===== config.mk =====
export PLATFORM = sky130hd
export DESIGN_NAME = stall_ctrl
export DESIGN_NICKNAME = d
export VERILOG_FILES = /design/src/rtl/stall_ctrl.sv
export SDC_FILE = /design/constraint.sdc
export NUM_CORES = 1
export LEC_CHECK = 0
export CORE_ASPECT_RATIO = 1.4
export CORE_MARGIN = 5
export CORE_UTILIZATION = 39
export DETAILED_ROUTE_END_ITERATION = 8
export PLACE_DENSITY = 0.86
export SYNTH_ARGS = -nofsm -noshare
export SYNTH_HDL_FRONTEND = slang
export SYNTH_SLANG_ARGS = --single-unit

===== constraint.sdc =====
create_clock -name clk -period 2.82 [get_ports clk]
set_input_delay 0.282 -clock clk [delete_from_list [all_inputs] [get_ports clk]]
set_output_delay 0.282 -clock clk [all_outputs]
set_load 0.1 [all_outputs]

===== src/rtl/stall_ctrl.sv =====
// rtl/stall_ctrl.sv - F/D freeze and D/E bubble control with MDU busy tracking.
// Optional STALL_CTRL_PERF_EN adds a free-running stall-cycle counter.
module stall_ctrl #(
  parameter int MULT_CYC = 5,
  parameter int DIV_CYC  = 10
) (
  input  logic        clk,
  input  logic        reset,
  input  logic        req,
  input  logic [4:0]  d_rs,
  input  logic [4:0]  d_rt,
  input  logic [1:0]  d_rs_tuse,
  input  logic [1:0]  d_rt_tuse,
  input  logic        d_md,
  input  logic [4:0]  e_wa,
  input  logic [1:0]  e_tnew,
  input  logic [4:0]  m_wa,
  input  logic [1:0]  m_tnew,
  input  logic        e_start_mult,
  input  logic        e_start_div,
  output logic        stall_pc,
  output logic        stall_fd,
  output logic        halt_de,
  output logic        md_busy,
  output logic        md_done,
  output logic [31:0] perf_stall_cnt
);

  localparam logic [3:0] MULT_LOAD = 4'(MULT_CYC);
  localparam logic [3:0] DIV_LOAD  = 4'(DIV_CYC);

  typedef enum logic [1:0] {IDLE, MULT, DIV} state_t;

  state_t     state, state_next;
  logic [3:0] cnt, cnt_next;
  logic       rs_hazard, rt_hazard, md_hazard, stall;

  // tuse == 3 marks an operand that is never read, so it cannot stall.
  assign rs_hazard = (d_rs != 5'd0) && (d_rs_tuse != 2'd3) &&
                     (((d_rs == e_wa) && (e_tnew > d_rs_tuse)) ||
                      ((d_rs == m_wa) && (m_tnew > d_rs_tuse)));
  assign rt_hazard = (d_rt != 5'd0) && (d_rt_tuse != 2'd3) &&
                     (((d_rt == e_wa) && (e_tnew > d_rt_tuse)) ||
                      ((d_rt == m_wa) && (m_tnew > d_rt_tuse)));

  assign md_busy   = (state != IDLE);
  assign md_hazard = d_md && (md_busy || e_start_mult || e_start_div);
  assign stall     = rs_hazard || rt_hazard || md_hazard;

  assign stall_pc = stall && !req;
  assign stall_fd = stall && !req;
  assign halt_de  = stall && !req;

  always_comb begin
    state_next = state;
    cnt_next   = cnt;
    md_done    = 1'b0;
    case (state)
      IDLE: begin
        // A flush drops a start that has not yet been committed to the MDU.
        if (!req) begin
          if (e_start_mult) begin
            state_next = MULT;
            cnt_next   = MULT_LOAD;
          end else if (e_start_div) begin
            state_next = DIV;
            cnt_next   = DIV_LOAD;
          end
        end
      end
      MULT, DIV: begin
        cnt_next = cnt - 4'd1;
        if (cnt == 4'd1) begin
          md_done    = !reset;
          state_next = IDLE;
        end
      end
      default: begin
        state_next = IDLE;
        cnt_next   = 4'd0;
      end
    endcase
  end

  always_ff @(posedge clk) begin
    if (reset) begin
      state <= IDLE;
      cnt   <= 4'd0;
    end else begin
      state <= state_next;
      cnt   <= cnt_next;
    end
  end

`ifdef STALL_CTRL_PERF_EN
  logic [31:0] perf_q;

  always_ff @(posedge clk) begin
    if (reset) begin
      perf_q <= 32'd0;
    end else if (stall_pc) begin
      perf_q <= perf_q + 32'd1;
    end
  end

  assign perf_stall_cnt = perf_q;
`else
  assign perf_stall_cnt = 32'd0;
`endif

endmodule

Word level (Yosys, flattened, before mapping)
Index checks and enable logic that the tools add are counted.

Register bits after elaboration: 6. Word-level logic and storage cells: 55. Bits of input ports: 34. Output and inout port bits: 37.

Muxes and demuxes: 11. Reductions and logical operators: 25. Add/sub/neg operators: 1. Eq/ne operators: 12. Order comparisons: 4.

Operators with widths (number): 5-bit == test (4); 4-bit 2-to-1 mux (3); 1-bit logical AND (10); 5-bit nonzero test (2); 2-bit greater-than comparator (4); 2-bit 2-to-1 mux (4); 2-bit inequality test, second input constant (4); 4-bit one-hot mux with 2 select lines (1); 1-bit logical OR (6); 4-bit by 1-bit == test with 1-bit output, second input constant (1); 2-bit one-hot mux with 2 select lines (1); 4-bit by 1-bit subtractor with 4-bit output, second input constant (1); 3-bit inequality test, second input constant (1); 3-bit AND reduction (1); 2-bit by 1-bit == test with 1-bit output, second input constant (1); 2-bit == test, second input constant (1); 1-bit logical NOT (2); 2-bit logical NOT (1); 1-bit 2-to-1 mux (2); 2-bit AND reduction (1); 2-bit nonzero test (1); 2-bit OR reduction (1).

Logic depth before layout (Yosys ltp)
Word-level depth: 7. Depth in mapped cells: 8. Depth with buffers taken out: 7.

Worst setup path before layout
Ideal clock, no wire load.

Kind: reg2out. Start: reg state[0]. End: out md_done. Arrival: 2868 ps. Slack: -330 ps. Data required time: 2538 ps. Cell stages (with the launch flop): 5. Buffers on the path: 0. Cells stage by stage: dfxtp_1 -> inv_1 -> ha_1 -> inv_1 -> nor3_1.

Word-level cells in the longest chain between the ends: 3. Elaborated cells on any way between the ends: 4. Classes of those cells: eq/ne (2); mux (1); reduce/logical (1).

Ends and longest elaborated chain: start, declared (line 34) `state_t state, state_next;`; start signal, assigned (line 90) `state <= state_next;`; 2-bit by 1-bit == test with 1-bit output / 2-bit == test (equally long branches) (line 58) `case (state)`; 2-bit OR reduction (*) (line 58); 1-bit 2-to-1 mux (*) (line 58); end, declared (line 25) `output logic md_done,`.

Every way passes the cells marked *; elsewhere a longest branch is shown, timed or not.

Worst setup path in the final report
Start: in d_rt_tuse[1]. End: out stall_pc.

Word-level cells in the longest chain between the ends: 7. Elaborated cells on any way between the ends: 11. Classes of those cells: order compare (2); eq/ne (1); reduce/logical (8).

Ends and longest elaborated chain: start, declared (line 13) `input logic [1:0] d_rt_tuse,`; 2-bit greater-than comparator, on equally long branches (line 43, 44); 1-bit logical AND, on equally long branches (line 43, 44); 1-bit logical OR (line 43) `(((d_rt == e_wa) && (e_tnew > d_rt_tuse)) ||`; 1-bit logical AND (*) (line 42) `assign rt_hazard = (d_rt != 5'd0) && (d_rt_tuse != 2'd3) &&`; 1-bit logical OR (*) (2 in series) (line 48) `assign stall = rs_hazard || rt_hazard || md_hazard;`; 1-bit logical AND (*) (line 50) `assign stall_pc = stall && !req;`; end, declared (line 21) `output logic stall_pc,`.

Marked as above.

==> impl_metrics.xml <==
<?xml version="1.0" encoding="UTF-8"?>
<metrics>
  <group name="power_and_ir_drop">
    <metric name="intPower" unit="mW">0.332</metric>
    <metric name="seq_power_share" unit="%">16.0</metric>
    <metric name="leakage" unit="nW">0.639</metric>
    <metric name="power.combinational.fraction" unit="%">74.8</metric>
    <metric name="total_power_divided_by_cell_area" unit="nW/um2">555</metric>
    <metric name="worst_ir_drop_vdd" unit="mV">0.380</metric>
    <metric name="sw_frac_of_total" unit="%">58.3</metric>
    <metric name="switching_power" unit="mW">0.465</metric>
    <metric name="power.share.clock" unit="%">9.2</metric>
  </group>
  <group name="finish">
    <metric name="n_antenna_cell" unit="">0</metric>
    <metric name="final_layout_size_suffix_gt1_share" unit="%">6.56</metric>
    <metric name="final_core_utilization" unit="%">53.8</metric>
    <metric name="final_common_cell" unit="">clkdlybuf4s50_1</metric>
    <metric name="numnets_final" unit="">231</metric>
    <metric name="area_delta_synth_final" unit="%">30.9</metric>
    <metric name="most_used_cells_in_the_layout_excluding_fill_and_tap_cells" unit="">clkdlybuf4s50_1 (33), conb_1 (32), inv_1 (14)</metric>
    <metric name="filler_cell_count" unit="">270</metric>
  </group>
  <group name="global_routing">
    <metric name="grt_antenna_before_repair" unit="">0</metric>
    <metric name="globalRoute.totalOverflow" unit="">0</metric>
    <metric name="maximum_number_of_pins_on_one_net_before_global_route_repair" unit="">8</metric>
    <metric name="first_global_vias" unit="">1018</metric>
    <metric name="track_usage" unit="%">12.7</metric>
    <metric name="grt_first_pass_wirelength" unit="um">3980</metric>
  </group>
  <group name="synth">
    <metric name="synth_async_sr_flop_share" unit="%">0</metric>
    <metric name="yosys.area.top_type_share" unit="%">23.3</metric>
    <metric name="syn-cell-area" unit="um2">1100</metric>
    <metric name="synth_area_leaders" unit="">buf_4 (23%), ha_1 (14%), dfxtp_1 (11%)</metric>
    <metric name="post_synth_inst_count" unit="">145</metric>
    <metric name="unique_cell_type_count_in_the_yosys_netlist" unit="">25</metric>
    <metric name="yosys_register_bits" unit="">6</metric>
    <metric name="synth_edf_count" unit="">0</metric>
    <metric name="synthesis.area_per_instance" unit="um2">7.57</metric>
    <metric name="yosys_most_used_dff" unit="">dfxtp_1</metric>
    <metric name="netlist.top_cell.by_area" unit="">buf_4</metric>
    <metric name="synth-warning-count" unit="">0</metric>
    <metric name="ys_seq_area_share" unit="%">10.9</metric>
  </group>
  <group name="cts">
    <metric name="htree_levels" unit="">1</metric>
    <metric name="clk_transition_reported_paths" unit="ns">0.04</metric>
    <metric name="hold_buffers" unit="">0</metric>
    <metric name="clk_path_buf_depth" unit="">2</metric>
    <metric name="tritoncts" unit="">done</metric>
    <metric name="cts-resized-gates" unit="">0</metric>
    <metric name="post_cts.repair.setup_buffers" unit="">0</metric>
    <metric name="clk_root_buffer_cell" unit="">clkbuf_4</metric>
    <metric name="tritoncts.num_buffers" unit="">3</metric>
    <metric name="clk-insertion-delay-late" unit="ns">0.23</metric>
    <metric name="clock-sinks" unit="">6</metric>
  </group>
  <group name="timing">
    <metric name="rsz0062_at_grt" unit="">false</metric>
    <metric name="clock.fmax" unit="MHz">395</metric>
    <metric name="min_period" unit="ns">2.53</metric>
    <metric name="timing.clock.skew" unit="ns">0.00311</metric>
    <metric name="min_period_over_period" unit="%">89.8</metric>
    <metric name="totalNegativeSetupSlack" unit="ns">0</metric>
    <metric name="hold_violations" unit="">0</metric>
    <metric name="setup_viol" unit="">0</metric>
    <metric name="finalMaxSlewViolations" unit="">0</metric>
  </group>
  <group name="critical_path">
    <metric name="timing.critical_path.required" unit="ns">2.54</metric>
    <metric name="timing.critical_path.arrival" unit="ns">2.25</metric>
    <metric name="ws_path_type" unit="">input pin to primary output</metric>
    <metric name="end_kind" unit="">primary output</metric>
    <metric name="crit_path_start_kind" unit="">input pin</metric>
    <metric name="critPathMaxFanout" unit="">3</metric>
  </group>
  <group name="die">
    <metric name="placeableCoreArea" unit="um2">2670</metric>
    <metric name="die_height" unit="um">72.8</metric>
    <metric name="floorplan.die.width" unit="um">54.8</metric>
    <metric name="fp.dieArea" unit="um2">3990</metric>
    <metric name="start_util" unit="%">41.1</metric>
    <metric name="number_of_rows_created_at_floorplan" unit="">22</metric>
    <metric name="design.portCount" unit="">71</metric>
  </group>
  <group name="outcome">
    <metric name="run_status" unit="">completed</metric>
  </group>
  <group name="run">
    <metric name="cap_violations" unit="">0</metric>
  </group>
  <group name="detailed_routing">
    <metric name="wirelength" unit="um">2490</metric>
    <metric name="drcViolationCount" unit="">0</metric>
    <metric name="drt-vias-per-instance" unit="">4.37</metric>
    <metric name="number_of_routed_nets_with_antenna_violations" unit="">0</metric>
    <metric name="firstDrtPassIters" unit="">4</metric>
    <metric name="vias" unit="">958</metric>
    <metric name="first_iter_violations" unit="">11</metric>
    <metric name="per_cell_routed_wire_length" unit="um">11.4</metric>
  </group>
  <group name="worst_hold_path">
    <metric name="holdCritPathClass" unit="">flop to flop</metric>
  </group>
  <group name="place">
    <metric name="numPortBuffers" unit="">38</metric>
    <metric name="gp_congestion" unit="">0.929</metric>
    <metric name="hpwl" unit="um">2400</metric>
  </group>
</metrics>
[stage by stage]
stage / instance area (um2) / std cells / setup slack [ns] / hold slack [ns] / total power [mW]
finish: 1440 / 219 / 0.289 / 0.527 / 0.797
global placement: 1410 / 216 / 0.321 / 0.512 / 0.712
detailed placement: 1410 / 216 / 0.273 / 0.521 / 0.726
CTS: 1440 / 219 / 0.266 / 0.527 / 0.804
floorplan: 1220 / 176 / 0.193 / 0.351 / 0.630
global route: 1440 / 219 / 0.110 / 0.573 / 0.856
[per-layer routing]
layer	up-vias	wire [um]	track usage [%]
met5	-	0	0
li1	496	-	-
met3	4	154	1.02
met1	416	882	14.7
met2	42	1420	23.8
met4	0	36	3.32
[worst paths after layout]
path | from | end | slack, ns | cells after the start
setup / recovery | d_rt_tuse[1] | stall_pc | 0.29 | 9
hold / removal | cnt[2] | cnt[2] | 0.53 | 2
setup reg to reg | state[0] | cnt[1] | 1.35 | 7
hold reg to reg | cnt[2] | cnt[2] | 0.53 | 2
[sequential cells by signal, indices dropped and copies added, names as in the netlist]
name,cells
cnt,4
state,2
[kinds of logic after synthesis]
group                    after synthesis  share of synthesized area (%)
multiplexers                           2                           1.82
flip-flops                             6                           10.9
AO/OA/AOI/OAI                         20                           12.2
AND/OR/NAND/NOR                       35                           16.2
adder cells (fa/ha/maj)               12                           13.7
buffers and inverters                 48                           28.0
XOR/XNOR                              21                           16.8
other                                  1                          0.342
[power groups by stage]
stage	registers (mW)	clock network, mW	logic (mW)
global placement	0.128	0	0.584
global route	0.131	0.0843	0.640
floorplan	0.124	0	0.506
finish	0.127	0.0736	0.596
detailed placement	0.129	0	0.597
CTS	0.127	0.0774	0.599
[critical path, cell delays in order]
cell and delay, ns:
clkdlybuf4s50_1 0.48, inv_1 0.07, ha_1 0.31, nand2_1 0.08, nand4_1 0.09, nor4_1 0.30, o21ai_0 0.13, nand3_1 0.29
buf_12 0.22
[cell type report]
cell class / instances / area (um2) / area share [%]
clock buffers: 3 / 22.5 / 1.57
multi-input cells: 122 / 791 / 55.1
flip-flops and latches: 6 / 120 / 8.36
inverters: 14 / 52.6 / 3.66
repair buffers: 38 / 405 / 28.2
well taps: 36 / 45.0 / 3.14
[synthesized netlist by cell type, types with 2 or more instances]
cell type and n:
nor2b_1 3, o21ai_1 2, inv_1 14, nor4_1 4
nand4_1 4, nor2_1 8, dfxtp_1 6, a22oi_1 2
a21oi_1 6, mux2i_1 2, a221oi_1 2, buf_4 34
xor2_1 8, nor3_1 4, ha_1 12, o21ai_0 6
xnor2_1 13, nand2_1 8
No activity file was read; power rests on OpenSTA's default activity.
